$ cat config.mk
export PLATFORM = sky130hd
export DESIGN_NAME = ps2_host_tx
export DESIGN_NICKNAME = d
export VERILOG_FILES = /design/src/rtl/ps2_host_tx.sv
export SDC_FILE = /design/constraint.sdc
export NUM_CORES = 1
export LEC_CHECK = 0
export CAP_MARGIN = 40
export CORE_UTILIZATION = 35
export CTS_CLUSTER_DIAMETER = 100
export DETAILED_ROUTE_END_ITERATION = 8
export PLACE_DENSITY_LB_ADDON = 0.2
export SLEW_MARGIN = 20
export SYNTH_ARGS = -nofsm -noshare
export SYNTH_HDL_FRONTEND = slang
export SYNTH_SLANG_ARGS = --single-unit
$ cat constraint.sdc
create_clock -name clock -period 2.7 [get_ports clock]
set_input_delay 0.54 -clock clock [delete_from_list [all_inputs] [get_ports clock]]
set_output_delay 0.54 -clock clock [all_outputs]
set_load 0.01 [all_outputs]
$ cat src/rtl/ps2_host_tx.sv
// PS/2 host-to-device transmitter.
// Inhibits the bus, issues a request-to-send, then shifts one command byte
// (LSB first, odd parity, stop) on device-generated falling clock edges and
// checks the device acknowledge. The pins are open-drain: an *_oe of 1 pulls
// the line low, 0 releases it.
module ps2_host_tx #(
   parameter int INHIBIT_CYCLES = 5000,
   parameter int TIMEOUT_CYCLES = 750000
) (
   input  logic       clock,
   input  logic       resetn,
   input  logic [7:0] tx_data,
   input  logic       tx_start,
   input  logic       ps2_clk_in,
   input  logic       ps2_dat_in,
   output logic       ps2_clk_oe,
   output logic       ps2_dat_oe,
   output logic       tx_busy,
   output logic       tx_done,
   output logic       tx_err
);

   localparam int INH_W = $clog2(INHIBIT_CYCLES + 1);
   localparam int TO_W  = $clog2(TIMEOUT_CYCLES + 1);

   typedef enum logic [2:0] {
      ST_IDLE      = 3'd0,
      ST_INHIBIT   = 3'd1,
      ST_START     = 3'd2,
      ST_SHIFT     = 3'd3,
      ST_ACK       = 3'd4,
      ST_WAIT_IDLE = 3'd5
   } state_t;

   // Odd parity: the parity bit makes the total count of ones odd.
   function automatic logic odd_parity(input logic [7:0] d);
      return ~(^d);
   endfunction

   state_t             state_q,     state_d;
   logic [INH_W-1:0]   inh_cnt_q,   inh_cnt_d;
   logic [3:0]         start_cnt_q, start_cnt_d;
   logic [3:0]         edge_cnt_q,  edge_cnt_d;
   logic [TO_W-1:0]    to_cnt_q,    to_cnt_d;
   logic [8:0]         shift_q,     shift_d;
   logic               clk_oe_q,    clk_oe_d;
   logic               dat_oe_q,    dat_oe_d;
   logic               busy_q,      busy_d;
   logic               done_q,      done_d;
   logic               err_q,       err_d;

   logic clk_s1_q, clk_s2_q, clk_prev_q;
   logic dat_s1_q, dat_s2_q;
   logic clk_fall_s;
   logic timeout_s;

   // Two-flop synchronizers for the raw pins plus the previous synced clock.
   always_ff @(posedge clock or negedge resetn) begin
      if (!resetn) begin
         clk_s1_q   <= 1'b1;
         clk_s2_q   <= 1'b1;
         clk_prev_q <= 1'b1;
         dat_s1_q   <= 1'b1;
         dat_s2_q   <= 1'b1;
      end else begin
         clk_s1_q   <= ps2_clk_in;
         clk_s2_q   <= clk_s1_q;
         clk_prev_q <= clk_s2_q;
         dat_s1_q   <= ps2_dat_in;
         dat_s2_q   <= dat_s1_q;
      end
   end

   assign clk_fall_s = clk_prev_q & ~clk_s2_q;
   assign timeout_s  = (to_cnt_q == TO_W'(TIMEOUT_CYCLES - 1));

   // Next-state, counter, shift-register and output computation.
   always_comb begin
      state_d     = state_q;
      inh_cnt_d   = inh_cnt_q;
      start_cnt_d = start_cnt_q;
      edge_cnt_d  = edge_cnt_q;
      to_cnt_d    = to_cnt_q;
      shift_d     = shift_q;
      clk_oe_d    = clk_oe_q;
      dat_oe_d    = dat_oe_q;
      done_d      = 1'b0;
      err_d       = 1'b0;

      case (state_q)
         ST_IDLE: begin
            clk_oe_d = 1'b0;
            dat_oe_d = 1'b0;
            if (tx_start) begin
               shift_d   = {odd_parity(tx_data), tx_data};
               inh_cnt_d = '0;
               clk_oe_d  = 1'b1;
               state_d   = ST_INHIBIT;
            end else begin
               state_d = ST_IDLE;
            end
         end
         ST_INHIBIT: begin
            if (inh_cnt_q == INH_W'(INHIBIT_CYCLES - 1)) begin
               dat_oe_d    = 1'b1;
               start_cnt_d = 4'd0;
               state_d     = ST_START;
            end else begin
               inh_cnt_d = inh_cnt_q + INH_W'(1);
            end
         end
         ST_START: begin
            if (start_cnt_q == 4'd15) begin
               // Release the clock; data stays low as the start bit.
               clk_oe_d   = 1'b0;
               edge_cnt_d = 4'd0;
               to_cnt_d   = '0;
               state_d    = ST_SHIFT;
            end else begin
               start_cnt_d = start_cnt_q + 4'd1;
            end
         end
         ST_SHIFT: begin
            if (timeout_s) begin
               clk_oe_d = 1'b0;
               dat_oe_d = 1'b0;
               err_d    = 1'b1;
               state_d  = ST_IDLE;
            end else begin
               to_cnt_d = to_cnt_q + TO_W'(1);
               if (clk_fall_s) begin
                  edge_cnt_d = edge_cnt_q + 4'd1;
                  if (edge_cnt_q == 4'd9) begin
                     // Tenth edge: release data for the stop bit.
                     dat_oe_d = 1'b0;
                     state_d  = ST_ACK;
                  end else begin
                     // Edges 1..9 present data bits 0..7, then parity.
                     dat_oe_d = ~shift_q[0];
                     shift_d  = {1'b0, shift_q[8:1]};
                  end
               end else begin
                  edge_cnt_d = edge_cnt_q;
               end
            end
         end
         ST_ACK: begin
            if (timeout_s) begin
               clk_oe_d = 1'b0;
               dat_oe_d = 1'b0;
               err_d    = 1'b1;
               state_d  = ST_IDLE;
            end else begin
               to_cnt_d = to_cnt_q + TO_W'(1);
               if (clk_fall_s) begin
                  if (!dat_s2_q) begin
                     state_d = ST_WAIT_IDLE;
                  end else begin
                     err_d   = 1'b1;
                     state_d = ST_IDLE;
                  end
               end else begin
                  state_d = ST_ACK;
               end
            end
         end
         ST_WAIT_IDLE: begin
            if (timeout_s) begin
               clk_oe_d = 1'b0;
               dat_oe_d = 1'b0;
               err_d    = 1'b1;
               state_d  = ST_IDLE;
            end else begin
               to_cnt_d = to_cnt_q + TO_W'(1);
               if (clk_s2_q && dat_s2_q) begin
                  done_d  = 1'b1;
                  state_d = ST_IDLE;
               end else begin
                  state_d = ST_WAIT_IDLE;
               end
            end
         end
         default: begin
            clk_oe_d = 1'b0;
            dat_oe_d = 1'b0;
            state_d  = ST_IDLE;
         end
      endcase

      busy_d = (state_d != ST_IDLE);
   end

   // Controller state, counters and registered outputs.
   always_ff @(posedge clock or negedge resetn) begin
      if (!resetn) begin
         state_q     <= ST_IDLE;
         inh_cnt_q   <= '0;
         start_cnt_q <= 4'd0;
         edge_cnt_q  <= 4'd0;
         to_cnt_q    <= '0;
         shift_q     <= 9'd0;
         clk_oe_q    <= 1'b0;
         dat_oe_q    <= 1'b0;
         busy_q      <= 1'b0;
         done_q      <= 1'b0;
         err_q       <= 1'b0;
      end else begin
         state_q     <= state_d;
         inh_cnt_q   <= inh_cnt_d;
         start_cnt_q <= start_cnt_d;
         edge_cnt_q  <= edge_cnt_d;
         to_cnt_q    <= to_cnt_d;
         shift_q     <= shift_d;
         clk_oe_q    <= clk_oe_d;
         dat_oe_q    <= dat_oe_d;
         busy_q      <= busy_d;
         done_q      <= done_d;
         err_q       <= err_d;
      end
   end

   assign ps2_clk_oe = clk_oe_q;
   assign ps2_dat_oe = dat_oe_q;
   assign tx_busy    = busy_q;
   assign tx_done    = done_q;
   assign tx_err     = err_q;

endmodule
Word-level counts from Yosys, hierarchy flattened
Cells that the tools add are included.
{"block": "word_totals", "ff_bits": 63, "output_inout_bits": 5, "elab_cells": 113}
{"block": "classes", "mux": 47, "n_addsub": 4, "n_bitwise": 6, "eq_ne": 21, "reduce_logical": 19}
{"op": "20-bit 2-to-1 mux", "count": 2}
{"op": "20-bit one-hot mux with 2 select lines", "count": 1}
{"op": "9-bit 2-to-1 mux", "count": 4}
{"op": "3-bit 2-to-1 mux", "count": 10}
{"op": "13-bit 2-to-1 mux", "count": 2}
{"op": "13-bit one-hot mux with 2 select lines", "count": 1}
{"op": "20-bit by 1-bit adder with 20-bit output, second input constant", "count": 1}
{"op": "20-bit equality test, second input constant", "count": 1}
{"op": "4-bit 2-to-1 mux", "count": 5}
{"op": "2-bit inequality test, second input constant", "count": 9}
{"op": "3-bit one-hot mux with 6 select lines", "count": 1}
{"op": "9-bit one-hot mux with 2 select lines", "count": 1}
{"op": "4-bit one-hot mux with 2 select lines", "count": 2}
{"op": "1-bit 2-to-1 mux", "count": 15}
{"op": "13-bit by 1-bit adder with 13-bit output, second input constant", "count": 1}
{"op": "13-bit equality test, second input constant", "count": 1}
{"op": "3-bit AND reduction", "count": 4}
{"op": "2-bit nonzero test", "count": 5}
{"op": "4-bit by 1-bit adder with 4-bit output, second input constant", "count": 2}
{"op": "4-bit equality test, second input constant", "count": 2}
{"op": "1-bit one-hot mux with 4 select lines", "count": 2}
{"op": "4-bit AND reduction", "count": 2}
{"op": "8-bit XOR reduction", "count": 1}
{"op": "3-bit by 2-bit equality test with 1-bit output, second input constant", "count": 2}
{"op": "13 further kinds", "count": 20}

Depth between registers and ports, before layout
Gate-level depths: netlist of the first run.
{"block": "depth", "depth_word": 6, "mapped_depth": 8, "ltp_nobuf": 7}

Least setup slack after synthesis of the first run
Ideal clock, no wire load.
{"block": "synth_timing", "path_type": "register to register", "startpoint": "register inh_cnt_q[3]", "endpoint": "register dat_oe_q (netlist: ps2_dat_oe)", "setup_ns": 0.128, "required_ns": 2.572, "n_path_buf": 0, "setup_slack_ns": 0.740, "path_stages_with_launch": 5, "arrival_time_ns": 1.832, "synth_period_minus_slack_ns": 1.960, "cell_sequence": "dfrtp_1 or4b_4 o31a_1 a211oi_2 mux2_1"}
{"block": "synth_via", "elab_chain_len": 3}
{"item": "from (decl)", "line_no": "41", "source": "logic [INH_W-1:0] inh_cnt_q, inh_cnt_d;"}
{"item": "from (signal assigned)", "line_no": "209", "source": "inh_cnt_q <= inh_cnt_d;"}
{"item": "13-bit equality test", "line_no": "104", "source": "if (inh_cnt_q == INH_W'(INHIBIT_CYCLES - 1)) begin"}
{"item": "2-bit inequality test (no line)"}
{"item": "4-bit AND reduction (no line)"}
{"item": "to (signal assigned)", "line_no": "215", "source": "dat_oe_q <= dat_oe_d;"}
{"item": "to (decl)", "line_no": "47", "source": "logic dat_oe_q, dat_oe_d;"}
No other way between the ends.
A chain may end at the register's enable or synchronous reset.

Final worst setup path of the first run
{"block": "layout_timing", "startpoint": "register to_cnt_q[13]", "endpoint": "register shift_q[1]"}
{"block": "layout_via", "elab_chain_len": 3}
{"item": "from (decl)", "line_no": "44", "source": "logic [TO_W-1:0] to_cnt_q, to_cnt_d;"}
{"item": "from (signal assigned)", "line_no": "212", "source": "to_cnt_q <= to_cnt_d;"}
{"item": "20-bit equality test", "line_no": "75", "source": "assign timeout_s = (to_cnt_q == TO_W'(TIMEOUT_CYCLES - 1));"}
{"item": "2-bit inequality test (no line)"}
{"item": "5-bit AND reduction (no line)"}
{"item": "to (signal assigned)", "line_no": "213", "source": "shift_q <= shift_d;"}
{"item": "to (decl)", "line_no": "45", "source": "logic [8:0] shift_q, shift_d;"}
No other way between the ends.

==> impl_metrics.csv, run 1 <==
group,metric,value,unit
synth,synthArstFlopShare,100,%
grt,grt_pass1_wl,13300,µm
placed_design,portBuffers,17,
critical_path,critPathLaunch,"to_cnt_q[13]",
floorplan,fp.coreArea,9420,µm²
grt,grt_pass1_vias,2689,
grt,grt_max_degree,30,
sta,rsz0062_at_grt,"no",
cells_and_area,final_common_cell,"dfrtp_1",
clock_tree,clk_pin_slew,0.08,ns
synth,syn_area,3460,µm²
route,drt-initial-drc-count,83,
grt,grt_usage,16.7,%
critical_path,path_class,"flip-flop to flip-flop",
floorplan,start_util,36.8,%
clock_tree,cts_hold_buf,0,
critical_path,slowest_delay,0.55,ns
clock_tree,cts_tree,"done",
cells_and_area,finalNonFillerCells,501,
synth,synth.distinct_cells,62,
placed_design,placed_cells,485,
synth,synth_ff_type,"dfrtp_1",
power_and_ir_drop,total_power,2.95,mW
floorplan,die-height,101,µm
cells_and_area,final_cell_mix,"58 x dfrtp_1, 32 x nand2_1, 23 x nor2_1, 16 x xnor2_1, 16 x clkdlybuf4s50_1",
cells_and_area,drive_above_1_share,12.6,%
clock_tree,numCtsBuffers,9,
synth,ys_seq_area_share,45.7,%
critical_path,crit_chain,"nand4_1, nor4_2, nand2_1, a21oi_2, o2bb2ai_1",
clock_tree,worstSkewPairLatency,0.34,ns
critical_path,startpoint_type,"flip-flop",
critical_path,crit_path_end_kind,"flip-flop",
sta,finalHoldViolations,0,
critical_path,worstReg2RegStart,"to_cnt_q[13]",
sta,fin_crit_sh,79.5,%
route,dr_wl_met3,251,µm
clock_tree,ctsRootBufferMaster,"clkbuf_8",
synth,postSynthCellCount,344,
sta,setup_viol,0,
power_and_ir_drop,leakage,1.64,nW
cells_and_area,num-nets-final,385,
critical_path,rrSetupSlack,0.55,ns
synth,syn_avg_cell_area,10.1,µm²
route,highest_layer,"met4",
critical_path,crit_slowest_cell,"nor4_2",
route,final_antenna_net_count,0,
synth,ys_ff_latch,63,
cells_and_area,fillers,925,
floorplan,io_pins,18,
route,num_vias,2754,
sta,max_freq,0.466,GHz
critical_path,cp.required,2.91,ns
placed_design,gp_congestion,0.797,
clock_tree,htreeDepth,3,
sta,slew_headroom,61.2,%
run_status,status,"complete, no violations",
sta,worst_slack,0.554,ns
floorplan,die_area,10300,µm²
placed_design,dpl.hpwl,5430,µm
sta,finalMaxSlewViolations,0,
clock_tree,cts.sinks,63,
cells_and_area,syn2layout_area_growth,15.5,%
route,via_per_inst,5.50,
route,drcViolationCount,0,
power_and_ir_drop,cellPowerDensity,737,nW/µm²
grt,antenna_found_initial,0,
sta,min_period,2.15,ns
cells_and_area,diodes,0,
synth,ys_warn_count,0,
sta,tightestPinTransition,0.578,ns
worst_hold_path,hold_class,"input port to async pin",
critical_path,cp.arrival,2.35,ns
clock_tree,cts_resized,0,
route,finalWirelength,7730,µm
grt,grt_overflow,0,
clock_tree,cts_setup_buffers,0,
floorplan,core.rowCount,35,
synth,synth_edf_count,0,
power_and_ir_drop,peakVddDrop,268,µV
route,wl_met1,3760,µm
critical_path,path_max_fanout,8,
floorplan,die_x,101,µm
sta,setup_tns,0,ns
route,drtPass1Iterations,4,
route,wl_per_cell,15.4,µm
cells_and_area,fin_util,42.5,%
route,met2_length,3630,µm
flow_run,drv_cap,0,
clock_tree,cts_buffer_depth,2,
placed_design,place_ws,0.373,ns
synth,syn_nets,362,
sta,fin_skew,0.0154,ns
worst paths after layout:
path,to,cells past startpoint
hold reg to reg,clk_s2_q,0
setup / recovery,shift_q[1],5
min in group clock,clk_s2_q,0
max in group asynchronous,dat_s1_q,2
setup reg to reg,shift_q[1],5
hold / removal,inh_cnt_q[9],1
synthesized netlist by cell type (all sizes together), types with 2 or more instances:
master | number | share of area (%)
a211oi | 5 | 1.2
a21o | 2 | 0.43
a21oi | 12 | 1.8
a22o | 6 | 1.8
a22oi | 8 | 1.7
a31oi | 2 | 0.36
and3 | 7 | 1.3
and3b | 2 | 0.51
and4 | 4 | 1.0
buf | 8 | 1.7
clkbuf | 8 | 0.90
dfrtp | 58 | 42
dfstp | 5 | 3.8
ha | 5 | 1.8
inv | 2 | 0.22
mux2 | 2 | 0.65
mux2i | 4 | 1.2
nand2 | 33 | 3.6
nand2b | 5 | 0.90
nand3 | 15 | 2.2
nand3b | 4 | 0.87
nand4 | 14 | 2.5
nor2 | 23 | 2.5
nor3 | 8 | 1.2
nor3b | 4 | 1.2
nor4 | 4 | 0.90
nor4b | 3 | 0.94
nor4bb | 3 | 0.87
o2111ai | 3 | 0.76
o211ai | 8 | 1.7
o21ai | 22 | 3.6
o22ai | 5 | 0.90
o2bb2ai | 8 | 2.0
o31ai | 2 | 0.83
or3 | 3 | 0.54
or4 | 7 | 1.6
or4b | 3 | 1.1
xnor2 | 16 | 4.0
xor2 | 5 | 1.3
cells by family (layout without fill, tap and decap cells):
logic type | Yosys count | after routing | synth area share, %
AOI/OAI and AO/OA | 87 | 87 | 18.5
DFF | 63 | 63 | 45.7
xor gates and xnor gates | 21 | 21 | 5.31
adders and majority gates | 5 | 5 | 1.81
muxes | 6 | 6 | 1.81
and+or+nand+nor | 144 | 144 | 24.1
buffers and inverters | 18 | 46 | 2.78
routing by layer:
| metal | track usage, % | vias to the layer above |
|---|---|---|
| met3 | 5.18 | 7 |
| met2 | 27.3 | 49 |
| li1 | - | 1348 |
| met4 | 4.57 | 0 |
| met1 | 21.5 | 1350 |
| met5 | 0 | - |
registers in the layout (all words and copies together) (netlist names):
signal,cells
tx_busy,1
inh_cnt_q,13
ps2_dat_oe,1
clk_s1_q,1
shift_q,9
tx_err,1
ps2_clk_oe,1
clk_s2_q,1
clk_prev_q,1
edge_cnt_q,4
state_q,3
dat_s2_q,1
tx_done,1
start_cnt_q,4
dat_s1_q,1
to_cnt_q,20
critical path, delay by kind of cell (launching register included):
kind | cells | cell delay, ns
and+or+nand+nor | 3 | 1.04
AOI/OAI and AO/OA | 2 | 0.53
DFF | 1 | 0.44
per-stage QoR:
step	hold WS (ns)	cell area, µm²
after floorplan	0.244	3460
after global placement	0.347	3780
after detailed placement	0.348	3780
after CTS	0.121	4000
after global routing	0.126	4000
final	0.117	4000
final cells by class:
class	count	area (µm²)	share of cell area, %
Timing Repair Buffer	28	248	6.19
Inverter	2	7.51	0.188
Sequential cell	63	1580	39.6
Clock buffer	12	145	3.63
Tap cell	129	161	4.04
Multi-Input combinational cell	263	1790	44.6
Clock inverter	4	70.1	1.75
power by group:
group / switching (mW) / internal, mW / leakage (nW)
Combinational: 0.354 / 0.337 / 0.712
Clock: 0.359 / 0.543 / 0.110
Sequential: 0.204 / 1.15 / 0.815
(Power assumes the default switching activity.)
==> inputs of run 2 (changes only) <==
==> constraint.sdc (replaced) <==
create_clock -name clock -period 2.14 [get_ports clock]
set_input_delay 0.428 -clock clock [delete_from_list [all_inputs] [get_ports clock]]
set_output_delay 0.428 -clock clock [all_outputs]
set_load 0.01 [all_outputs]
==> impl_metrics.csv, run 2 (synthesis results as in run 1) <==
group,metric,value,unit
run_status,status,"complete, no violations",
critical_path,worstReg2RegStart,"inh_cnt_q[5]",
cells_and_area,seqCellArea,1580,µm²
sta,finalHoldViolations,0,
route,drcViolationCount,0,
clock_tree,worstSkewPairLatency,0.34,ns
placed_design,place_ws,-0.0919,ns
clock_tree,cts.sinks,63,
critical_path,cp.arrival,2.28,ns
grt,grt_max_degree,64,
floorplan,start_util,36.8,%
clock_tree,ctsRootBufferMaster,"clkbuf_8",
route,drtPass1Iterations,4,
sta,max_freq,0.486,GHz
placed_design,dpl.hpwl,5380,µm
critical_path,reg2reg_depth,4,
floorplan,fp.coreArea,9420,µm²
clock_tree,cts_buffer_depth,2,
cells_and_area,largest_register,"to_cnt_q",
power_and_ir_drop,leakage,1.71,nW
cells_and_area,largest_reg_flops,20,
critical_path,path_max_fanout,5,
sta,worst_slack,0.0826,ns
cells_and_area,final_cell_mix,"57 x dfrtp_1, 32 x nand2_1, 26 x buf_4, 22 x nor2_1",
grt,grt_pass1_vias,2837,
route,via_per_inst,5.48,
sta,tightestPinTransition,0.501,ns
route,drt-initial-drc-count,105,
clock_tree,htreeDepth,3,
grt,grt_overflow,0,
clock_tree,numCtsBuffers,9,
clock_tree,clk_pin_slew,0.07,ns
grt,grt_pass1_wl,13600,µm
sta,finalMaxSlewViolations,0,
floorplan,core.rowCount,35,
worst_hold_path,hold_class,"input port to async pin",
sta,fin_crit_sh,96.1,%
cells_and_area,diodes,0,
cells_and_area,multi_input_area,1800,µm²
placed_design,gp_congestion,0.788,
sta,setup_viol,0,
critical_path,startpoint_type,"flip-flop",
grt,antenna_found_initial,0,
route,final_antenna_net_count,0,
critical_path,path_class,"flip-flop to flip-flop",
power_and_ir_drop,peakVddDrop,329,µV
critical_path,crit_path_end_kind,"flip-flop",
sta,slew_headroom,66.5,%
floorplan,io_pins,18,
sta,min_period,2.06,ns
sta,fin_skew,0.00939,ns
sta,hold_slack,0.0943,ns
floorplan,die-height,101,µm
floorplan,die_x,101,µm
critical_path,rrSetupSlack,0.08,ns
flow_run,drv_cap,0,
cells_and_area,drive_above_1_share,16.5,%
cells_and_area,fillers,937,
route,wl_per_cell,15.1,µm
cells_and_area,top_regs,"to_cnt_q x20, inh_cnt_q x13, shift_q x9",
route,num_vias,2840,
route,finalWirelength,7810,µm
cells_and_area,syn2layout_area_growth,18.9,%
power_and_ir_drop,cellPowerDensity,883,nW/µm²
sta,setup_tns,0,ns
critical_path,r2r-end,"ps2_dat_oe",
critical_path,cp.required,2.36,ns
placed_design,portBuffers,17,
grt,grt_usage,17.1,%
cells_and_area,final_common_cell,"dfrtp_1",
cells_and_area,num-nets-final,402,
sta,rsz0062_at_grt,"no",
clock_tree,cts_tree,"done",
floorplan,die_area,10300,µm²
==> run 2: cell types whose count changed in the layout (fill, tap and decap cells not counted), sizes merged <==
| cell | previous run | this run |
|---|---|---|
| buf | 12 | 29 |
| clkbuf | 12 | 15 |
| bufinv | 2 | 0 |
| clkinv | 2 | 1 |
==> run 2: power breakdown <==
group / internal, mW / total (mW) / switching [mW]
Sequential: 1.45 / 1.66 / 0.205
Combinational: 0.539 / 1.05 / 0.511
Clock: 0.485 / 0.931 / 0.446
Total: 2.48 / 3.64 / 1.16
==> run 2: worst max-delay path by stage <==
stage                         end  cells past startpoint          from
floorplan              ps2_dat_oe                      4  inh_cnt_q[3]
global placement    inh_cnt_q[11]                      5      tx_start
detailed placement  inh_cnt_q[11]                      5      tx_start
CTS                       tx_busy                      5  inh_cnt_q[5]
global route           ps2_dat_oe                      4  inh_cnt_q[5]
finish                 ps2_dat_oe                      4  inh_cnt_q[5]
==> run 2: per-stage QoR <==
step                      instance area (µm²)  std cells  util (%)  total power, mW
after global placement                   3940        502      41.8             2.73
after floorplan                          3460        344         -             2.31
after detailed placement                 3940        502      41.8             2.74
after CTS                                4110        518      43.6             3.69
after global routing                     4120        518      43.8             3.89
final                                    4120        518      43.8             3.64
==> run 2: layout make-up <==
| type | instances | share of cell area (%) |
|---|---|---|
| clock buffers | 15 | 4.04 |
| clock inverters | 1 | 0.121 |
| inverters | 2 | 0.182 |
| multi-input cells | 263 | 43.6 |
| flip-flops and latches | 63 | 38.4 |
| well taps | 129 | 3.92 |
| repair buffers | 45 | 9.72 |
==> run 2: critical path, cell delays in order (launching register included) <==
cell and delay, ns:
dfrtp_1 0.41, or4b_4 0.59, o31a_1 0.38, a211oi_2 0.22, mux2_1 0.33
==> run 2: what timing repair did <==
item / in CTS / in global routing
gates resized for setup: 0 / 3
hold endpoints to repair: 0 / 0
endpoints found under the setup margin: 0 / 3
hold buffers: 0 / 0
setup buffers: 0 / 0
==> run 2: layer usage <==
metal  track usage (%)  part of all wire, %  routed length [µm]
met1              21.9                   48                3760
met2              28.3                   48                3750
met3              3.24                  3.5                 277
met4              7.02                 0.41                  32
met5                 0                    0                   0
==> inputs of run 3 (changes only) <==
--- a/config.mk
+++ b/config.mk
@@ -9,6 +9,7 @@
 export CORE_UTILIZATION = 35
 export CTS_CLUSTER_DIAMETER = 100
 export DETAILED_ROUTE_END_ITERATION = 8
+export GPL_TIMING_DRIVEN = 0
 export PLACE_DENSITY_LB_ADDON = 0.2
 export SLEW_MARGIN = 20
 export SYNTH_ARGS = -nofsm -noshare
==> impl_metrics.csv, run 3 (synthesis results as in run 1) <==
group,metric,value,unit
route,via_per_inst,5.46,
critical_path,worstReg2RegStart,"inh_cnt_q[3]",
critical_path,slowest_delay,0.57,ns
route,drtPass1Iterations,4,
route,final_antenna_net_count,0,
cells_and_area,largest_register,"to_cnt_q",
critical_path,crit_family,"compound AO/OA/AOI/OAI gates",
sta,finalHoldViolations,0,
cells_and_area,num-nets-final,398,
flow_run,drv_cap,0,
clock_tree,worstSkewPairLatency,0.35,ns
cells_and_area,final_cell_mix,"56 x dfrtp_1, 32 x nand2_1, 20 x nor2_1, 16 x xnor2_1, 16 x clkdlybuf4s50_1",
floorplan,die_x,101,µm
critical_path,rrSetupSlack,0.07,ns
clock_tree,cts_buffer_depth,2,
cells_and_area,top_regs,"to_cnt_q x20, inh_cnt_q x13, shift_q x9",
clock_tree,cts.sinks,63,
sta,fin_skew,0.00952,ns
route,drcViolationCount,0,
worst_hold_path,hold_class,"flip-flop to flip-flop",
placed_design,portBuffers,17,
grt,grt_overflow,0,
power_and_ir_drop,cellPowerDensity,905,nW/µm²
cells_and_area,finalNonFillerCells,514,
sta,tightestPinTransition,0.552,ns
cells_and_area,diodes,0,
sta,min_period,2.07,ns
grt,grt_pass1_wl,13400,µm
clock_tree,clk_pin_slew,0.08,ns
floorplan,core.rowCount,35,
placed_design,placed_cells,491,
worst_hold_path,hp-start,"clk_s1_q",
route,finalWirelength,7910,µm
cells_and_area,multi_input_area,1860,µm²
sta,slew_headroom,63.1,%
placed_design,gp_congestion,0.793,
cells_and_area,fillers,917,
critical_path,critPathBufInv,0,
critical_path,cp.required,2.37,ns
cells_and_area,fin_util,44.3,%
floorplan,fp.coreArea,9420,µm²
cells_and_area,seqCellArea,1590,µm²
grt,grt_pass1_vias,2757,
sta,setup_viol,0,
grt,grt_usage,16.9,%
grt,grt_max_degree,53,
cells_and_area,drive_above_1_share,17.7,%
floorplan,die_area,10300,µm²
critical_path,cp.arrival,2.30,ns
critical_path,path_class,"flip-flop to flip-flop",
critical_path,crit_chain,"or4b_4, o31a_1, a211oi_2, mux2_1",
cells_and_area,largest_reg_flops,20,
route,num_vias,2808,
grt,antenna_found_initial,0,
route,wl_per_cell,15.4,µm
cells_and_area,syn2layout_area_growth,20.5,%
clock_tree,htreeDepth,3,
power_and_ir_drop,peakVddDrop,392,µV
sta,max_freq,0.483,GHz
critical_path,crit_path_end_kind,"flip-flop",
route,drt-initial-drc-count,99,
cells_and_area,final_common_cell,"dfrtp_1",
clock_tree,numCtsBuffers,9,
floorplan,io_pins,18,
critical_path,critPathLaunch,"inh_cnt_q[3]",
sta,fin_crit_sh,96.7,%
power_and_ir_drop,leakage,1.70,nW
critical_path,crit_slowest_cell,"or4b_4",
floorplan,die-height,101,µm
sta,finalMaxSlewViolations,0,
critical_path,startpoint_type,"flip-flop",
run_status,status,"complete, no violations",
floorplan,start_util,36.8,%
clock_tree,ctsRootBufferMaster,"clkbuf_8",
critical_path,path_max_fanout,5,
placed_design,dpl.hpwl,5480,µm
clock_tree,cts_tree,"done",
## run 3: power breakdown
part | switching (mW) | internal [mW]
Combinational | 0.497 | 0.503
Sequential | 0.231 | 1.45
Clock | 0.493 | 0.599
## run 3: final timing paths
| check | endpoint | cells past startpoint |
|---|---|---|
| worst max-delay path | ps2_dat_oe | 4 |
| worst min-delay path | clk_s2_q | 0 |
| worst max register to register | ps2_dat_oe | 4 |
| worst min register to register | clk_s2_q | 0 |
| max in group asynchronous | clk_s1_q | 3 |
| min in group asynchronous | inh_cnt_q[7] | 2 |
## run 3: layer usage
layer  wire (µm)  global-route usage (%)  vias up
met5           0                       0        -
met4         129                    7.25        0
met3         344                    3.59       12
met2        3710                    26.9       48
met1        3730                    22.2     1374
li1            -                       -     1374
## run 3: area by class of cell
class	instances	area share (%)
Buffer	14	2.16
Clock buffer	11	3.63
Inverter	2	0.180
Clock inverter	5	1.35
Tap cell	129	3.87
Multi-Input combinational cell	263	44.5
Timing Repair Buffer	27	6.29
Sequential cell	63	38.0
## run 3: worst reg2reg max path, cell delays in order, from the launching register on
cell and delay, ns:
dfrtp_2 0.43, or4b_4 0.57, o31a_1 0.42, a211oi_2 0.19, mux2_1 0.34
## run 3: what timing repair did
action                     CTS  global route
hold endpoints to repair    11             0
setup endpoints to repair   24            36
pin swaps                    0             6
hold buffers                 1             0
gates resized for setup      8            17
buffers inserted             0             8
## run 3: stage by stage
| step | TNS [ns] | power (mW) | worst slack, ns | hold slack (ns) | cell area, µm² |
|---|---|---|---|---|---|
| after floorplan | 0 | 2.31 | 0.180 | 0.132 | 3460 |
| after global placement | -95.17 | 2.59 | -1.53 | 0.347 | 3800 |
| after detailed placement | -2.89 | 2.61 | -0.215 | 0.288 | 3820 |
| after CTS | -0.0113 | 3.73 | -0.00767 | 0.357 | 4070 |
| after global routing | -0.0198 | 4.01 | -0.0113 | 0.360 | 4170 |
| final | 0 | 3.78 | 0.0716 | 0.356 | 4170 |
